`src/rtl/exchange_bank_if.sv`:
```
// Bundle of the fill, stream, swap and readback signals of one replica's route store.
// Latency: none (wiring only).
// Backpressure: none; the master owns requests and the slave owns status/results.
interface exchange_bank_if #(
  parameter int CITY_NUM = 64,
  parameter int CPW      = 8,
  parameter int SRC_NUM  = 3
);
  localparam int CITY_LOG = $clog2(CITY_NUM);
  localparam int SW       = (SRC_NUM > 1) ? $clog2(SRC_NUM) : 1;
  localparam int WW       = CPW * CITY_LOG;

  logic                    fill_start;
  logic [SW-1:0]           src_sel;
  logic [SRC_NUM-1:0]      in_valid;
  logic [SRC_NUM*WW-1:0]   in_data;
  logic                    fill_busy;
  logic                    fill_done;
  logic                    rd_start;
  logic                    out_valid;
  logic [WW-1:0]           out_data;
  logic                    out_last;
  logic                    swap;
  logic                    swap_pend;
  logic                    rbank;
  logic                    ord_req;
  logic [CITY_LOG-1:0]     ord_addr;
  logic                    ord_valid;
  logic [CITY_LOG-1:0]     ord_data;
  logic                    err;

  modport master (
    output fill_start, src_sel, in_valid, in_data, rd_start, swap, ord_req, ord_addr,
    input  fill_busy, fill_done, out_valid, out_data, out_last, swap_pend, rbank,
           ord_valid, ord_data, err
  );

  modport slave (
    input  fill_start, src_sel, in_valid, in_data, rd_start, swap, ord_req, ord_addr,
    output fill_busy, fill_done, out_valid, out_data, out_last, swap_pend, rbank,
           ord_valid, ord_data, err
  );
endinterface

```
`src/rtl/exchange_bank.sv`:
```
// Double-buffered route store: neighbour fill into one bank, streaming/readback from the other.
// Latency: stream word n at rd_start+2+n; single-city readback 2 cycles after ord_req.
// Backpressure: none; fill advances only on the chosen source's valid, conflicting requests set err.
module exchange_bank #(
  parameter int CITY_NUM = 64,
  parameter int CPW      = 8,
  parameter int SRC_NUM  = 3
) (
  input  logic            clk,
  input  logic            reset,
  exchange_bank_if.slave  bus
);
  localparam int CITY_LOG = $clog2(CITY_NUM);
  localparam int WORDS    = CITY_NUM / CPW;
  localparam int CW       = (WORDS > 1) ? $clog2(WORDS) : 1;
  localparam int LW       = (CPW > 1) ? $clog2(CPW) : 1;
  localparam int SW       = (SRC_NUM > 1) ? $clog2(SRC_NUM) : 1;
  localparam int WW       = CPW * CITY_LOG;
  localparam logic [CW-1:0] LAST = CW'(WORDS - 1);

  typedef enum logic {F_IDLE, F_FILL} fill_st_e;
  typedef enum logic {R_IDLE, R_READ} rd_st_e;

  // Both banks in one array, addressed {bank, word}.
  logic [WW-1:0] mem [2*WORDS];
  logic [WW-1:0] rdat_q, odat_q;

  fill_st_e            fill_st_q, fill_st_d;
  rd_st_e              rd_st_q, rd_st_d;
  logic [SW-1:0]       src_q, src_d;
  logic [CW-1:0]       wcount_q, wcount_d;
  logic [CW-1:0]       rcount_q, rcount_d;
  logic                fill_done_q, fill_done_d;
  logic                rbank_q, rbank_d;
  logic                swap_pend_q, swap_pend_d;
  logic                err_q, err_d;
  logic                rvld_q, rvld_d;
  logic                rlast_q, rlast_d;
  logic                out_valid_q, out_valid_d;
  logic                out_last_q, out_last_d;
  logic [WW-1:0]       out_data_q, out_data_d;
  logic                ovld_q, ovld_d;
  logic [LW-1:0]       olane_q, olane_d;
  logic                ord_valid_q, ord_valid_d;
  logic [CITY_LOG-1:0] ord_data_q, ord_data_d;

  logic                wr_en, rd_en, rd_is_last, ord_en;
  logic                fill_err, rd_err, ord_err;
  logic [CW-1:0]       rd_word;
  logic [WW-1:0]       wr_dat;
  logic                both_idle;

  // Fill FSM: accept the selected source's words into the bank opposite the read bank.
  always_comb begin
    fill_st_d   = fill_st_q;
    src_d       = src_q;
    wcount_d    = wcount_q;
    fill_done_d = 1'b0;
    fill_err    = 1'b0;
    wr_en       = 1'b0;
    wr_dat      = bus.in_data[src_q*WW +: WW];
    case (fill_st_q)
      F_IDLE: begin
        if (bus.fill_start) begin
          if (32'(bus.src_sel) >= SRC_NUM) begin
            fill_err = 1'b1;
          end else begin
            src_d     = bus.src_sel;
            wcount_d  = '0;
            fill_st_d = F_FILL;
          end
        end
      end
      F_FILL: begin
        if (bus.fill_start) fill_err = 1'b1;
        if (bus.in_valid[src_q]) begin
          wr_en = 1'b1;
          if (wcount_q == LAST) begin
            wcount_d    = '0;
            fill_st_d   = F_IDLE;
            fill_done_d = 1'b1;
          end else begin
            wcount_d = wcount_q + 1'b1;
          end
        end
      end
      default: fill_st_d = F_IDLE;
    endcase
  end

  // Read FSM: word 0 is fetched in the rd_start cycle itself so the stream lands at +2.
  always_comb begin
    rd_st_d    = rd_st_q;
    rcount_d   = rcount_q;
    rd_en      = 1'b0;
    rd_word    = rcount_q;
    rd_is_last = 1'b0;
    rd_err     = 1'b0;
    case (rd_st_q)
      R_IDLE: begin
        if (bus.rd_start) begin
          rd_en   = 1'b1;
          rd_word = '0;
          if (LAST == '0) begin
            rd_is_last = 1'b1;
          end else begin
            rcount_d = CW'(1);
            rd_st_d  = R_READ;
          end
        end
      end
      R_READ: begin
        rd_en = 1'b1;
        if (bus.rd_start) rd_err = 1'b1;
        if (rcount_q == LAST) begin
          rd_is_last = 1'b1;
          rcount_d   = '0;
          rd_st_d    = R_IDLE;
        end else begin
          rcount_d = rcount_q + 1'b1;
        end
      end
      default: rd_st_d = R_IDLE;
    endcase
  end

  // Bank swap: immediate when both FSMs idle, otherwise held pending until they are.
  always_comb begin
    both_idle   = (fill_st_q == F_IDLE) && (rd_st_q == R_IDLE);
    rbank_d     = rbank_q;
    swap_pend_d = swap_pend_q;
    if (both_idle && (bus.swap || swap_pend_q)) begin
      rbank_d     = ~rbank_q;
      swap_pend_d = 1'b0;
    end else if (bus.swap) begin
      swap_pend_d = 1'b1;
    end
  end

  // Readback acceptance, output pipelines and sticky error.
  always_comb begin
    ord_en      = bus.ord_req && (rd_st_q == R_IDLE) && !bus.rd_start;
    ord_err     = bus.ord_req && !ord_en;
    rvld_d      = rd_en;
    rlast_d     = rd_is_last;
    out_valid_d = rvld_q;
    out_last_d  = rvld_q & rlast_q;
    out_data_d  = rvld_q ? rdat_q : out_data_q;
    ovld_d      = ord_en;
    olane_d     = ord_en ? bus.ord_addr[LW-1:0] : olane_q;
    ord_valid_d = ovld_q;
    ord_data_d  = ord_data_q;
    if (ovld_q) begin
      for (int k = 0; k < CPW; k++) begin
        if (olane_q == LW'(k)) ord_data_d = odat_q[k*CITY_LOG +: CITY_LOG];
      end
    end
    err_d = err_q | fill_err | rd_err | ord_err;
  end

  // RAM: one write port, stream read port and readback read port; contents survive reset.
  always_ff @(posedge clk) begin
    if (wr_en)  mem[{~rbank_q, wcount_q}] <= wr_dat;
    if (rd_en)  rdat_q <= mem[{rbank_d, rd_word}];
    if (ord_en) odat_q <= mem[{rbank_q, bus.ord_addr[CITY_LOG-1:LW]}];
  end

  // Control and output state registers.
  always_ff @(posedge clk) begin
    if (reset) begin
      fill_st_q   <= F_IDLE;
      rd_st_q     <= R_IDLE;
      src_q       <= '0;
      wcount_q    <= '0;
      rcount_q    <= '0;
      fill_done_q <= 1'b0;
      rbank_q     <= 1'b0;
      swap_pend_q <= 1'b0;
      err_q       <= 1'b0;
      rvld_q      <= 1'b0;
      rlast_q     <= 1'b0;
      out_valid_q <= 1'b0;
      out_last_q  <= 1'b0;
      out_data_q  <= '0;
      ovld_q      <= 1'b0;
      olane_q     <= '0;
      ord_valid_q <= 1'b0;
      ord_data_q  <= '0;
    end else begin
      fill_st_q   <= fill_st_d;
      rd_st_q     <= rd_st_d;
      src_q       <= src_d;
      wcount_q    <= wcount_d;
      rcount_q    <= rcount_d;
      fill_done_q <= fill_done_d;
      rbank_q     <= rbank_d;
      swap_pend_q <= swap_pend_d;
      err_q       <= err_d;
      rvld_q      <= rvld_d;
      rlast_q     <= rlast_d;
      out_valid_q <= out_valid_d;
      out_last_q  <= out_last_d;
      out_data_q  <= out_data_d;
      ovld_q      <= ovld_d;
      olane_q     <= olane_d;
      ord_valid_q <= ord_valid_d;
      ord_data_q  <= ord_data_d;
    end
  end

  assign bus.fill_busy = (fill_st_q == F_FILL);
  assign bus.fill_done = fill_done_q;
  assign bus.out_valid = out_valid_q;
  assign bus.out_data  = out_data_q;
  assign bus.out_last  = out_last_q;
  assign bus.swap_pend = swap_pend_q;
  assign bus.rbank     = rbank_q;
  assign bus.ord_valid = ord_valid_q;
  assign bus.ord_data  = ord_data_q;
  assign bus.err       = err_q;
endmodule

```
`src/flat_wrapper.sv`:
```
// flat-port wrapper written by rule: the top's interface ports become plain ports
module exchange_bank_flat 
#(
  parameter int CITY_NUM = 64,
  parameter int CPW      = 8,
  parameter int SRC_NUM  = 3
)
  (clk, reset, bus_fill_start, bus_src_sel, bus_in_valid, bus_in_data, bus_rd_start, bus_swap, bus_ord_req, bus_ord_addr, bus_fill_busy, bus_fill_done, bus_out_valid, bus_out_data, bus_out_last, bus_swap_pend, bus_rbank, bus_ord_valid, bus_ord_data, bus_err);
  exchange_bank_if #(.CITY_NUM(CITY_NUM), .CPW(CPW), .SRC_NUM(SRC_NUM)) bus_i ();
  input  logic clk;
  input  logic reset;
  input wire logic [$bits(bus_i.fill_start)-1:0] bus_fill_start;
  input wire logic [$bits(bus_i.src_sel)-1:0] bus_src_sel;
  input wire logic [$bits(bus_i.in_valid)-1:0] bus_in_valid;
  input wire logic [$bits(bus_i.in_data)-1:0] bus_in_data;
  input wire logic [$bits(bus_i.rd_start)-1:0] bus_rd_start;
  input wire logic [$bits(bus_i.swap)-1:0] bus_swap;
  input wire logic [$bits(bus_i.ord_req)-1:0] bus_ord_req;
  input wire logic [$bits(bus_i.ord_addr)-1:0] bus_ord_addr;
  output wire logic [$bits(bus_i.fill_busy)-1:0] bus_fill_busy;
  output wire logic [$bits(bus_i.fill_done)-1:0] bus_fill_done;
  output wire logic [$bits(bus_i.out_valid)-1:0] bus_out_valid;
  output wire logic [$bits(bus_i.out_data)-1:0] bus_out_data;
  output wire logic [$bits(bus_i.out_last)-1:0] bus_out_last;
  output wire logic [$bits(bus_i.swap_pend)-1:0] bus_swap_pend;
  output wire logic [$bits(bus_i.rbank)-1:0] bus_rbank;
  output wire logic [$bits(bus_i.ord_valid)-1:0] bus_ord_valid;
  output wire logic [$bits(bus_i.ord_data)-1:0] bus_ord_data;
  output wire logic [$bits(bus_i.err)-1:0] bus_err;
  assign bus_i.fill_start = bus_fill_start;
  assign bus_i.src_sel = bus_src_sel;
  assign bus_i.in_valid = bus_in_valid;
  assign bus_i.in_data = bus_in_data;
  assign bus_i.rd_start = bus_rd_start;
  assign bus_i.swap = bus_swap;
  assign bus_i.ord_req = bus_ord_req;
  assign bus_i.ord_addr = bus_ord_addr;
  assign bus_fill_busy = bus_i.fill_busy;
  assign bus_fill_done = bus_i.fill_done;
  assign bus_out_valid = bus_i.out_valid;
  assign bus_out_data = bus_i.out_data;
  assign bus_out_last = bus_i.out_last;
  assign bus_swap_pend = bus_i.swap_pend;
  assign bus_rbank = bus_i.rbank;
  assign bus_ord_valid = bus_i.ord_valid;
  assign bus_ord_data = bus_i.ord_data;
  assign bus_err = bus_i.err;
  exchange_bank #(.CITY_NUM(CITY_NUM), .CPW(CPW), .SRC_NUM(SRC_NUM)) u_core (.clk(clk), .reset(reset), .bus(bus_i));
endmodule
```
`config.mk`:
```
export PLATFORM = sky130hd
export DESIGN_NAME = exchange_bank_flat
export DESIGN_NICKNAME = d
export VERILOG_FILES = /design/src/rtl/exchange_bank_if.sv /design/src/rtl/exchange_bank.sv /design/src/flat_wrapper.sv
export SDC_FILE = /design/constraint.sdc
export NUM_CORES = 1
export LEC_CHECK = 0
export CAP_MARGIN = 10
export CELL_PAD_IN_SITES_DETAIL_PLACEMENT = 1
export CELL_PAD_IN_SITES_GLOBAL_PLACEMENT = 1
export CORE_MARGIN = 3
export CORE_UTILIZATION = 35
export CTS_CLUSTER_DIAMETER = 150
export DETAILED_ROUTE_END_ITERATION = 7
export PLACE_DENSITY = 0.7
export SLEW_MARGIN = 20
export SYNTH_ARGS = -nofsm -noshare
export SYNTH_HDL_FRONTEND = slang
export SYNTH_SLANG_ARGS = --single-unit
```
`constraint.sdc`:
```
create_clock -name clk -period 5.8 [get_ports clk]
set_input_delay 1.45 -clock clk [delete_from_list [all_inputs] [get_ports clk]]
set_output_delay 1.45 -clock clk [all_outputs]
set_load 0.02 [all_outputs]
```
==> metrics, run 1 <==
filler cell count in the final layout 12,600; largest net degree at the start of global routing between 90 and 100; initial standard-cell utilization of the core 0.353; total global routing overflow 0; Leak Pwr about 0.017 uW; min Tclk post-route approximately 4.0 ns; number of warnings reported in the yosys synthesis log 0; final hold violation count 0; quantity of gates resized following cts 0; syn avg cell area ~15 um2; number of nets in the layout about 3,300; routed wire length 146,000 um; number of diodes added for antenna fixing 0; global-route wire length before repair approximately 210,000 um; post-DR vias/cell roughly 6.0; top cells by area, synth sky130_fd_sc_hd__edfxtp_1, sky130_fd_sc_hd__mux4_2, sky130_fd_sc_hd__mux2i_1; Data arrival, critical path 4.38 ns; placeable core region approximately 130,000 um2; slowest stage cell, crit path sky130_fd_sc_hd__nand2_4; maximum net fanout on the critical path 48; Post-Syn Nets between 3,000 and 4,000; maximum buffer depth of the clock tree 3; flops & latches, synth 941; number of max-capacitance violations reported 0; number of global-route vias before repair ~30,000; startpoint type of the worst setup path input pin; cell accounting for the most synthesized area sky130_fd_sc_hd__edfxtp_1; cell at the root of the clock tree sky130_fd_sc_hd__clkbuf_16; placed wire-length estimate 88,600 um; path category of the worst min-delay check flip-flop to flip-flop; max-slew headroom at the worst pin 0.242; synthesis-to-finish area growth 17.7%; Routed WL per cell 30.0 um; Die X roughly 360 um; proportion of synthesized flip-flops having asynchronous set or reset 0; antenna violations before repair 1; register clock-pin slew on the reported worst setup and hold paths 0.06 ns; standard-cell rows 130; peak clock frequency supported by timing 252 MHz; post-synth cell types 56; fraction of the cycle the final worst path needs 0.683; DRT iter0 DRCs around 3,300; count of buffers added by post-CTS timing repair for setup 0; number of iterations in the first detailed-routing pass 5; Storage cell area 27,500 um2; level count of the clock H-tree 3; fraction of post-synthesis cell area in the top cell type by area 0.584; number of synthesized flops with an enable pin between 800 and 900; post-synthesis instance area roughly 44,000 um2; run status finished, final reports clean; via total after detailed routing 29,300; maximum cell stage delay along the critical path just under 0.6 ns; Final Slew Violations 0; Worst-Skew Late Latency slightly below 0.7 ns; Tightest Pin Transition roughly 1.1 ns; RSZ-0062 raised after global routing no; synth cell count leaders sky130_fd_sc_hd__edfxtp_1, sky130_fd_sc_hd__mux4_2, sky130_fd_sc_hd__mux2i_1; Worst setup EP type flip-flop; count leader, synth sky130_fd_sc_hd__edfxtp_1; CTS tree done; part of the Yosys area used for sequential elements 0.618; final estimated routing congestion in global placement 0.812; CP cell instances clkdlybuf4s50_1 -> nand2b_4 -> nand2_4 -> nor3_2 -> buf_4 -> o32ai_1 -> o221a_1; Inserted Clock Buffers 100; area occupied by multi-input gates around 16,000 um2; ratio of cells with drive above 1 in the final layout 0.217; worst setup path class input pin to flip-flop; DRC 0; I/O Pins between 200 and 250; Clock Skew 0.0432 ns; number of hold-repair buffers added at the cts stage 0; CTS Sinks 941; required time at the endpoint of the critical path between 6 and 7 ns; worst vdd ir roughly 0.21 mV; post-route ant nets 0; total routing usage reported by global routing 0.217; Die Outline Area around 130,000 um2; final instance count without filler cells 4,861; power density over the cells 315 nW/um2; IO buf count ~220; DIE HEIGHT ~360 um; count of endpoints failing setup in the final report 0; cell total after placement roughly 4,700; commonest register cell after synthesis sky130_fd_sc_hd__edfxtp_1; synthesized instance count ~2,900; Setup TNS Final 0 ns
-- layout by cell type, fill, tap and decap left out, types with 64 or more instances in the layout --
cell and n:
sky130_fd_sc_hd__o21ai_0 113, sky130_fd_sc_hd__mux2i_1 188, sky130_fd_sc_hd__a31oi_1 103, sky130_fd_sc_hd__a21oi_1 103, sky130_fd_sc_hd__clkbuf_16 100, sky130_fd_sc_hd__nand2_1 167, sky130_fd_sc_hd__o221ai_1 64, sky130_fd_sc_hd__edfxtp_1 864
sky130_fd_sc_hd__clkdlybuf4s50_1 218, sky130_fd_sc_hd__inv_1 69, sky130_fd_sc_hd__buf_4 110, sky130_fd_sc_hd__nor2_1 156, sky130_fd_sc_hd__mux2_2 83, sky130_fd_sc_hd__mux4_2 273, sky130_fd_sc_hd__nor2b_1 69, sky130_fd_sc_hd__dfxtp_1 70
-- metal layers --
layer,track usage,share of wire,vias to the layer above
li1,-,-,12200
met1,0.299,0.42,15500
met2,0.353,0.47,1381
met3,0.0392,0.085,215
met4,0.0617,0.027,2
met5,0,0.00010,-
-- logic make-up after synthesis --
family,count (synthesis),share of synthesized area
buffers and inverters,333,0.0337
and+or+nand+nor,525,0.0542
AOI/OAI and AO/OA,588,0.0900
muxes,544,0.202
DFF,941,0.618
adders and majority gates,8,0.00220
-- state kept, by name, indices dropped and copies added, names as in the netlist, 2 cells and up --
signal and count:
u_core.mem 768, u_core.bus.out_data 48, u_core.odat_q 48, u_core.rdat_q 48, u_core.bus.ord_data 6, u_core.olane_q 3
u_core.rcount_q 3, u_core.wcount_q 3, u_core.src_q 2
-- through the flow --
| step | cell area (um2) | power, uW | hold WS [ns] | setup slack, ns | utilization |
|---|---|---|---|---|---|
| after floorplan | 44500 | 9030 | 0.406 | 1.08 | - |
| after global placement | 48900 | 9850 | 0.413 | 1.32 | 0.388 |
| after detailed placement | 48900 | 9890 | 0.413 | 1.24 | 0.389 |
| after CTS | 52300 | 16600 | 0.427 | 1.80 | 0.416 |
| after global routing | 52300 | 17000 | 0.455 | 1.75 | 0.416 |
| final | 52300 | 16500 | 0.425 | 1.84 | 0.416 |
-- critical path: cells and delay by family --
kind,cells,cell delay [ns]
buffers and inverters,2,1.05
and+or+nand+nor,3,1.45
AOI/OAI and AO/OA,2,0.40
-- final cells by class --
class	count	share of cell area
multi-input combinational	1665	0.300
clock buffer	118	0.0499
inverter	71	0.00512
timing repair buffer	349	0.0650
tap	1650	0.0395
sequential	941	0.526
clock inverter	67	0.0150
-- worst paths after layout --
kind	start	to	slack (ns)	cells past startpoint
min reg2reg	u_core.rlast_q$_SDFF_PP0_	u_core.bus.out_last$_SDFF_PP0_	0.43	1
max reg2reg	u_core.src_q[1]$_SDFFE_PP0P_	u_core.mem[3][9]$_DFFE_PP_	1.93	7
min	u_core.rlast_q$_SDFF_PP0_	u_core.bus.out_last$_SDFF_PP0_	0.43	1
max	bus_rd_start	u_core.rdat_q[33]$_DFFE_PP_	1.84	7
-- power breakdown --
group | internal [uW] | switching, uW | total (uW)
Clock | 3930 | 2780 | 6710
Sequential | 7700 | 171 | 7870
Combinational | 762 | 1120 | 1880
Total | 12400 | 4070 | 16500
Note: power is estimated with default switching activity, not from simulation.
==> run 2, diff against run 1 <==
Settings changed: PLACE_DENSITY 0.7 to 0.68.
Clock period 5.8 ns to 3.9 ns, I/O delays scaled along.
==> metrics, run 2 (synthesis gave the netlist of run 1 again) <==
run status finished, final reports clean; Die X 362 um (unchanged); post-route ant nets 0 (unchanged); worst vdd ir 0.306 mV (+44%); cell total after placement 4,713 (+0.79%); final estimated routing congestion in global placement 0.813 (about the same); total routing usage reported by global routing 0.218 (+0.00128); largest net degree at the start of global routing 85 (-14%); Leak Pwr 0.0169 uW (+1.9%); power density over the cells 462 nW/um2 (+47%); DRC 0 (unchanged); number of diodes added for antenna fixing 0 (unchanged); IO buf count 222 (unchanged); filler cell count in the final layout 12,600 (-0.24%); placeable core region 126,000 um2 (unchanged); global-route wire length before repair 213,000 um (+0.87%); final hold violation count 0 (unchanged); number of hold-repair buffers added at the cts stage 0 (unchanged); Worst setup EP type output port; maximum buffer depth of the clock tree 3 (unchanged); number of buffer and inverter stages on the critical path 1 (-1); maximum net fanout on the critical path 16 (-67%); CP cell instances clkdlybuf4s50_1; flip-flop count of the largest register after layout 768 (unchanged); slowest stage cell, crit path sky130_fd_sc_hd__clkdlybuf4s50_1; initial standard-cell utilization of the core 0.353 (unchanged); path category of the worst min-delay check flip-flop to flip-flop; Worst-Skew Late Latency 0.68 ns (about the same); max-slew headroom at the worst pin 0.129 (-0.114); Inserted Clock Buffers 99 (-1.0%); Data arrival, critical path 2.05 ns (-2.33 ns); standard-cell rows 130 (unchanged); highest-count cells in the layout ignoring fill and taps sky130_fd_sc_hd__edfxtp_1, sky130_fd_sc_hd__mux4_2, sky130_fd_sc_hd__clkdlybuf4s50_1; maximum cell stage delay along the critical path 0.75 ns (+0.16 ns); synthesis-to-finish area growth 19.3%; peak clock frequency supported by timing 330 MHz; antenna violations before repair 1 (unchanged); total global routing overflow 0 (unchanged); Tightest Pin Transition 1.29 ns (+0.158 ns); commonest non-fill, non-tap cell in the layout sky130_fd_sc_hd__edfxtp_1; number of global-route vias before repair 30,100 (+0.81%); largest delay contributor family on the critical path buffers and inverters; CTS Sinks 941 (unchanged); routed wire length 146,000 um (+0.22%); post-DR vias/cell 6.01 (-0.23%); count of buffers added by post-CTS timing repair for setup 0 (unchanged); DIE HEIGHT 362 um (unchanged); required time at the endpoint of the critical path 2.92 ns (-3.30 ns); Die Outline Area 131,000 um2 (unchanged); number of nets in the layout 3,332 (+1.1%); count of endpoints failing setup in the final report 0 (unchanged); number of max-capacitance violations reported 0 (unchanged); utilization of the core after routing 0.421 (+0.00574); Routed WL per cell 29.8 um (-0.60%); register clock-pin slew on the reported worst setup and hold paths 0.06 ns (about the same); CTS tree done; number of iterations in the first detailed-routing pass 5 (unchanged); final instance count without filler cells 4,901 (+0.82%); level count of the clock H-tree 3 (unchanged); quantity of gates resized following cts 0 (unchanged); min Tclk post-route around 3.0 ns; DRT iter0 DRCs 3,056 (-8.1%); via total after detailed routing 29,400 (+0.59%); startpoint type of the worst setup path flip-flop; register name with the most flops u_core.mem; cell at the root of the clock tree sky130_fd_sc_hd__clkbuf_16; Cells on Worst Hold Path 1 (unchanged); ratio of cells with drive above 1 in the final layout 0.226 (+0.00871); depth of the worst register-to-register path 4 (-3); placed wire-length estimate 89,200 um (+0.65%); fraction of the cycle the final worst path needs 0.776; Setup TNS Final 0 ns (unchanged); worst setup path class flip-flop to output port; Final Slew Violations 0 (unchanged); RSZ-0062 raised after global routing no; Clock Skew 0.0329 ns (-0.0104 ns); logic depth of the worst path, buffers included 1 (-6); I/O Pins 223 (unchanged)
run 2: changes by cell type in the layout (fill, tap and decap cells not counted), sizes merged:
cell,before,now
buf,130,167
bufinv,16,11
clkbuf,119,132
clkinv,44,35
clkinvlp,4,6
inv,74,76
run 2: area by class of cell:
cell class                 instances  area (um2)  area share
clock buffer                     131        2840      0.0536
clock inverter                    57         604      0.0114
inverter                          71         267     0.00502
multi-input combinational       1665       15700       0.295
sequential                       941       27500       0.519
tap                             1650        2060      0.0389
timing repair buffer             386        4090      0.0771
run 2: path summary, 6_finish.rpt:
check                                  from                                  end  slack, ns
max reg2reg  u_core.olane_q[1]$_SDFFE_PP0P_  u_core.bus.ord_data[2]$_SDFFE_PP0P_       0.90
max             u_core.bus.rbank$_SDFF_PP0_                            bus_rbank       0.87
min               u_core.rlast_q$_SDFF_PP0_       u_core.bus.out_last$_SDFF_PP0_       0.43
min reg2reg       u_core.rlast_q$_SDFF_PP0_       u_core.bus.out_last$_SDFF_PP0_       0.43
run 2: where the power goes:
part,leakage (uW),internal (uW),switching (uW),total [uW]
sequential,0.00849,11400,231,11700
combinational,0.00671,1190,1680,2870
clock,0.00169,5870,4100,9970
run 2: through the flow:
| stage | total power, uW | hold slack [ns] | cell area, um2 | setup slack [ns] |
|---|---|---|---|---|
| after global routing | 25300 | 0.456 | 53100 | 0.825 |
| after floorplan | 13400 | 0.406 | 44500 | -0.343 |
| after detailed placement | 14700 | 0.426 | 49600 | 0.317 |
| after global placement | 14700 | 0.420 | 49600 | 0.376 |
| after CTS | 24700 | 0.441 | 53000 | 0.828 |
| final | 24500 | 0.435 | 53100 | 0.874 |
run 2: routing by layer:
layer,routed length (um),global-route usage,share of wire
met5,0,0,0
met4,3150,0.0591,0.022
met3,11400,0.0359,0.078
met2,70500,0.360,0.48
met1,61100,0.300,0.42
==> run 3, diff against run 2 <==
Settings changed: PLACE_DENSITY 0.68 to 0.7.
Clock period 3.9 ns to 2.6 ns, I/O delays scaled along.
==> metrics, run 3 (synthesis gave the netlist of run 1 again) <==
CTS tree done; filler cell count in the final layout 12,400 (-0.97%); commonest non-fill, non-tap cell in the layout sky130_fd_sc_hd__edfxtp_1; Inserted Clock Buffers 98 (-1.0%); met2 Usage GRT 0.369 (+0.00876); worst vdd ir 0.536 mV (+75%); CP cell instances clkdlybuf4s50_1; number of buffer and inverter stages on the critical path 1 (unchanged); total global routing overflow 0 (unchanged); level count of the clock H-tree 3 (unchanged); largest net degree at the start of global routing 52 (-39%); CTS Sinks 941 (unchanged); startpoint type of the worst setup path flip-flop; I/O Pins 223 (unchanged); global-route wire length before repair 217,000 um (+2.2%); worst setup path class flip-flop to output port; RSZ-0062 raised after global routing no; Die X 362 um (unchanged); antenna violations before repair 2 (+1); flip-flop count of the largest register after layout 768 (unchanged); utilization of the core after routing 0.440 (+0.0188); post-route ant nets 0 (unchanged); placeable core region 126,000 um2 (unchanged); highest-count cells in the layout ignoring fill and taps sky130_fd_sc_hd__edfxtp_1, sky130_fd_sc_hd__mux4_2, sky130_fd_sc_hd__clkdlybuf4s50_1; required time at the endpoint of the critical path 1.95 ns (-0.97 ns); slowest stage cell, crit path sky130_fd_sc_hd__clkdlybuf4s50_1; post-DR vias/cell 5.94 (-1.1%); peak clock frequency supported by timing just under 400 MHz; number of global-route vias before repair 31,400 (+4.2%); maximum cell stage delay along the critical path 0.66 ns (-0.09 ns); largest delay contributor family on the critical path buffers and inverters; DRT iter0 DRCs 3,174 (+3.9%); power density over the cells 670 nW/um2 (+45%); DRC 0 (unchanged); register clock-pin slew on the reported worst setup and hold paths 0.07 ns (about the same); number of hold-repair buffers added at the cts stage 0 (unchanged); standard-cell rows 130 (unchanged); placed wire-length estimate 97,200 um (+9.0%); count of endpoints failing setup in the final report 0 (unchanged); cell at the root of the clock tree sky130_fd_sc_hd__clkbuf_16; path category of the worst min-delay check input pin to flip-flop; via total after detailed routing 30,100 (+2.3%); total routing usage reported by global routing 0.224 (+0.00512); Data arrival, critical path 1.87 ns (-0.18 ns); fraction of the cycle the final worst path needs 0.968; register name with the most flops u_core.mem; Worst setup EP type output port; routed wire length 149,000 um (+2.0%); Routed WL per cell 29.4 um (-1.4%); IO buf count 222 (unchanged); Worst-Skew Late Latency 0.69 ns (about the same); final hold violation count 0 (unchanged); run status finished, final reports clean; number of nets in the layout 3,501 (+5.1%); number of iterations in the first detailed-routing pass 7 (+2); DIE HEIGHT 362 um (unchanged); count of buffers added by post-CTS timing repair for setup 0 (unchanged); post-layout total power 37,100 uW (+51%); synthesis-to-finish area growth 24.7%; number of max-capacitance violations reported 0 (unchanged); maximum buffer depth of the clock tree 3 (unchanged); initial standard-cell utilization of the core 0.353 (unchanged); Clock Skew 0.0307 ns (-0.00219 ns); gr busiest metal met2; M1 GR Usage 0.304 (+0.00352); ratio of cells with drive above 1 in the final layout 0.263 (+0.0370); Final Slew Violations 0 (unchanged); Leak Pwr 0.0181 uW (+7.0%); met3 track utilization from global routing 0.0336 (-0.00226); Die Outline Area 131,000 um2 (unchanged); max-slew headroom at the worst pin 0.474 (+0.345); min Tclk post-route about 2.5 ns; Tightest Pin Transition 0.781 ns (-0.506 ns); final estimated routing congestion in global placement 0.859 (+5.7%); maximum net fanout on the critical path 12 (-4)
run 3: cell types whose count changed in the layout (fill, tap and decap cells not counted), sizes merged:
cell    before  now
diode        0    4
clkinv      35   34
bufinv      11   16
clkbuf     132  127
buf        167  337
inv         76   73
run 3: report_power, final:
part	leakage, uW	switching, uW	internal [uW]	total, uW
registers	0.00849	295	17200	17500
logic	0.00792	2600	2090	4690
clock network	0.00166	6150	8830	15000
run 3: metrics by stage:
| stage | instance area (um2) | worst slack (ns) | setup TNS [ns] | hold slack [ns] | std cells |
|---|---|---|---|---|---|
| after detailed placement | 52000 | -0.325 | -75.16 | 0.413 | 4883 |
| after global routing | 55400 | 0.0480 | 0 | 0.433 | 5067 |
| after CTS | 55400 | 0.0537 | 0 | 0.396 | 5067 |
| after global placement | 52000 | -0.282 | -63.21 | 0.417 | 4883 |
| final | 55400 | 0.0835 | 0 | 0.418 | 5071 |
| after floorplan | 44600 | -0.346 | -68.17 | 0.406 | 2939 |
run 3: cell type report:
cell class                 instances  area, um2  share of cell area
antenna                            4       10.0            0.000181
clock buffer                     126       2650              0.0478
clock inverter                    58        788              0.0142
inverter                          71        267             0.00481
multi-input combinational       1665      15700               0.283
sequential                       941      27500               0.496
tap                             1650       2060              0.0373
timing repair buffer             556       6430               0.116
run 3: final timing paths:
kind	startpoint	to	slack, ns	depth (start not counted)
min	reset	u_core.bus.out_data[47]$_SDFFE_PP0P_	0.42	2
max reg2reg	u_core.rd_st_q$_SDFF_PP0_	u_core.rdat_q[35]$_DFFE_PP_	0.21	8
min reg2reg	u_core.rlast_q$_SDFF_PP0_	u_core.bus.out_last$_SDFF_PP0_	0.43	1
max	u_core.bus.rbank$_SDFF_PP0_	bus_rbank	0.08	1
run 3: timing repair:
item,CTS,global route
endpoints found under the setup margin,1,0
hold endpoints to repair,0,0
gates resized for setup,1,0
run 3: layer usage:
| metal | wire, um | vias up |
|---|---|---|
| met5 | 0 | - |
| li1 | - | 12600 |
| met1 | 61600 | 15800 |
| met2 | 71800 | 1440 |
| met4 | 4530 | 0 |
| met3 | 11100 | 272 |
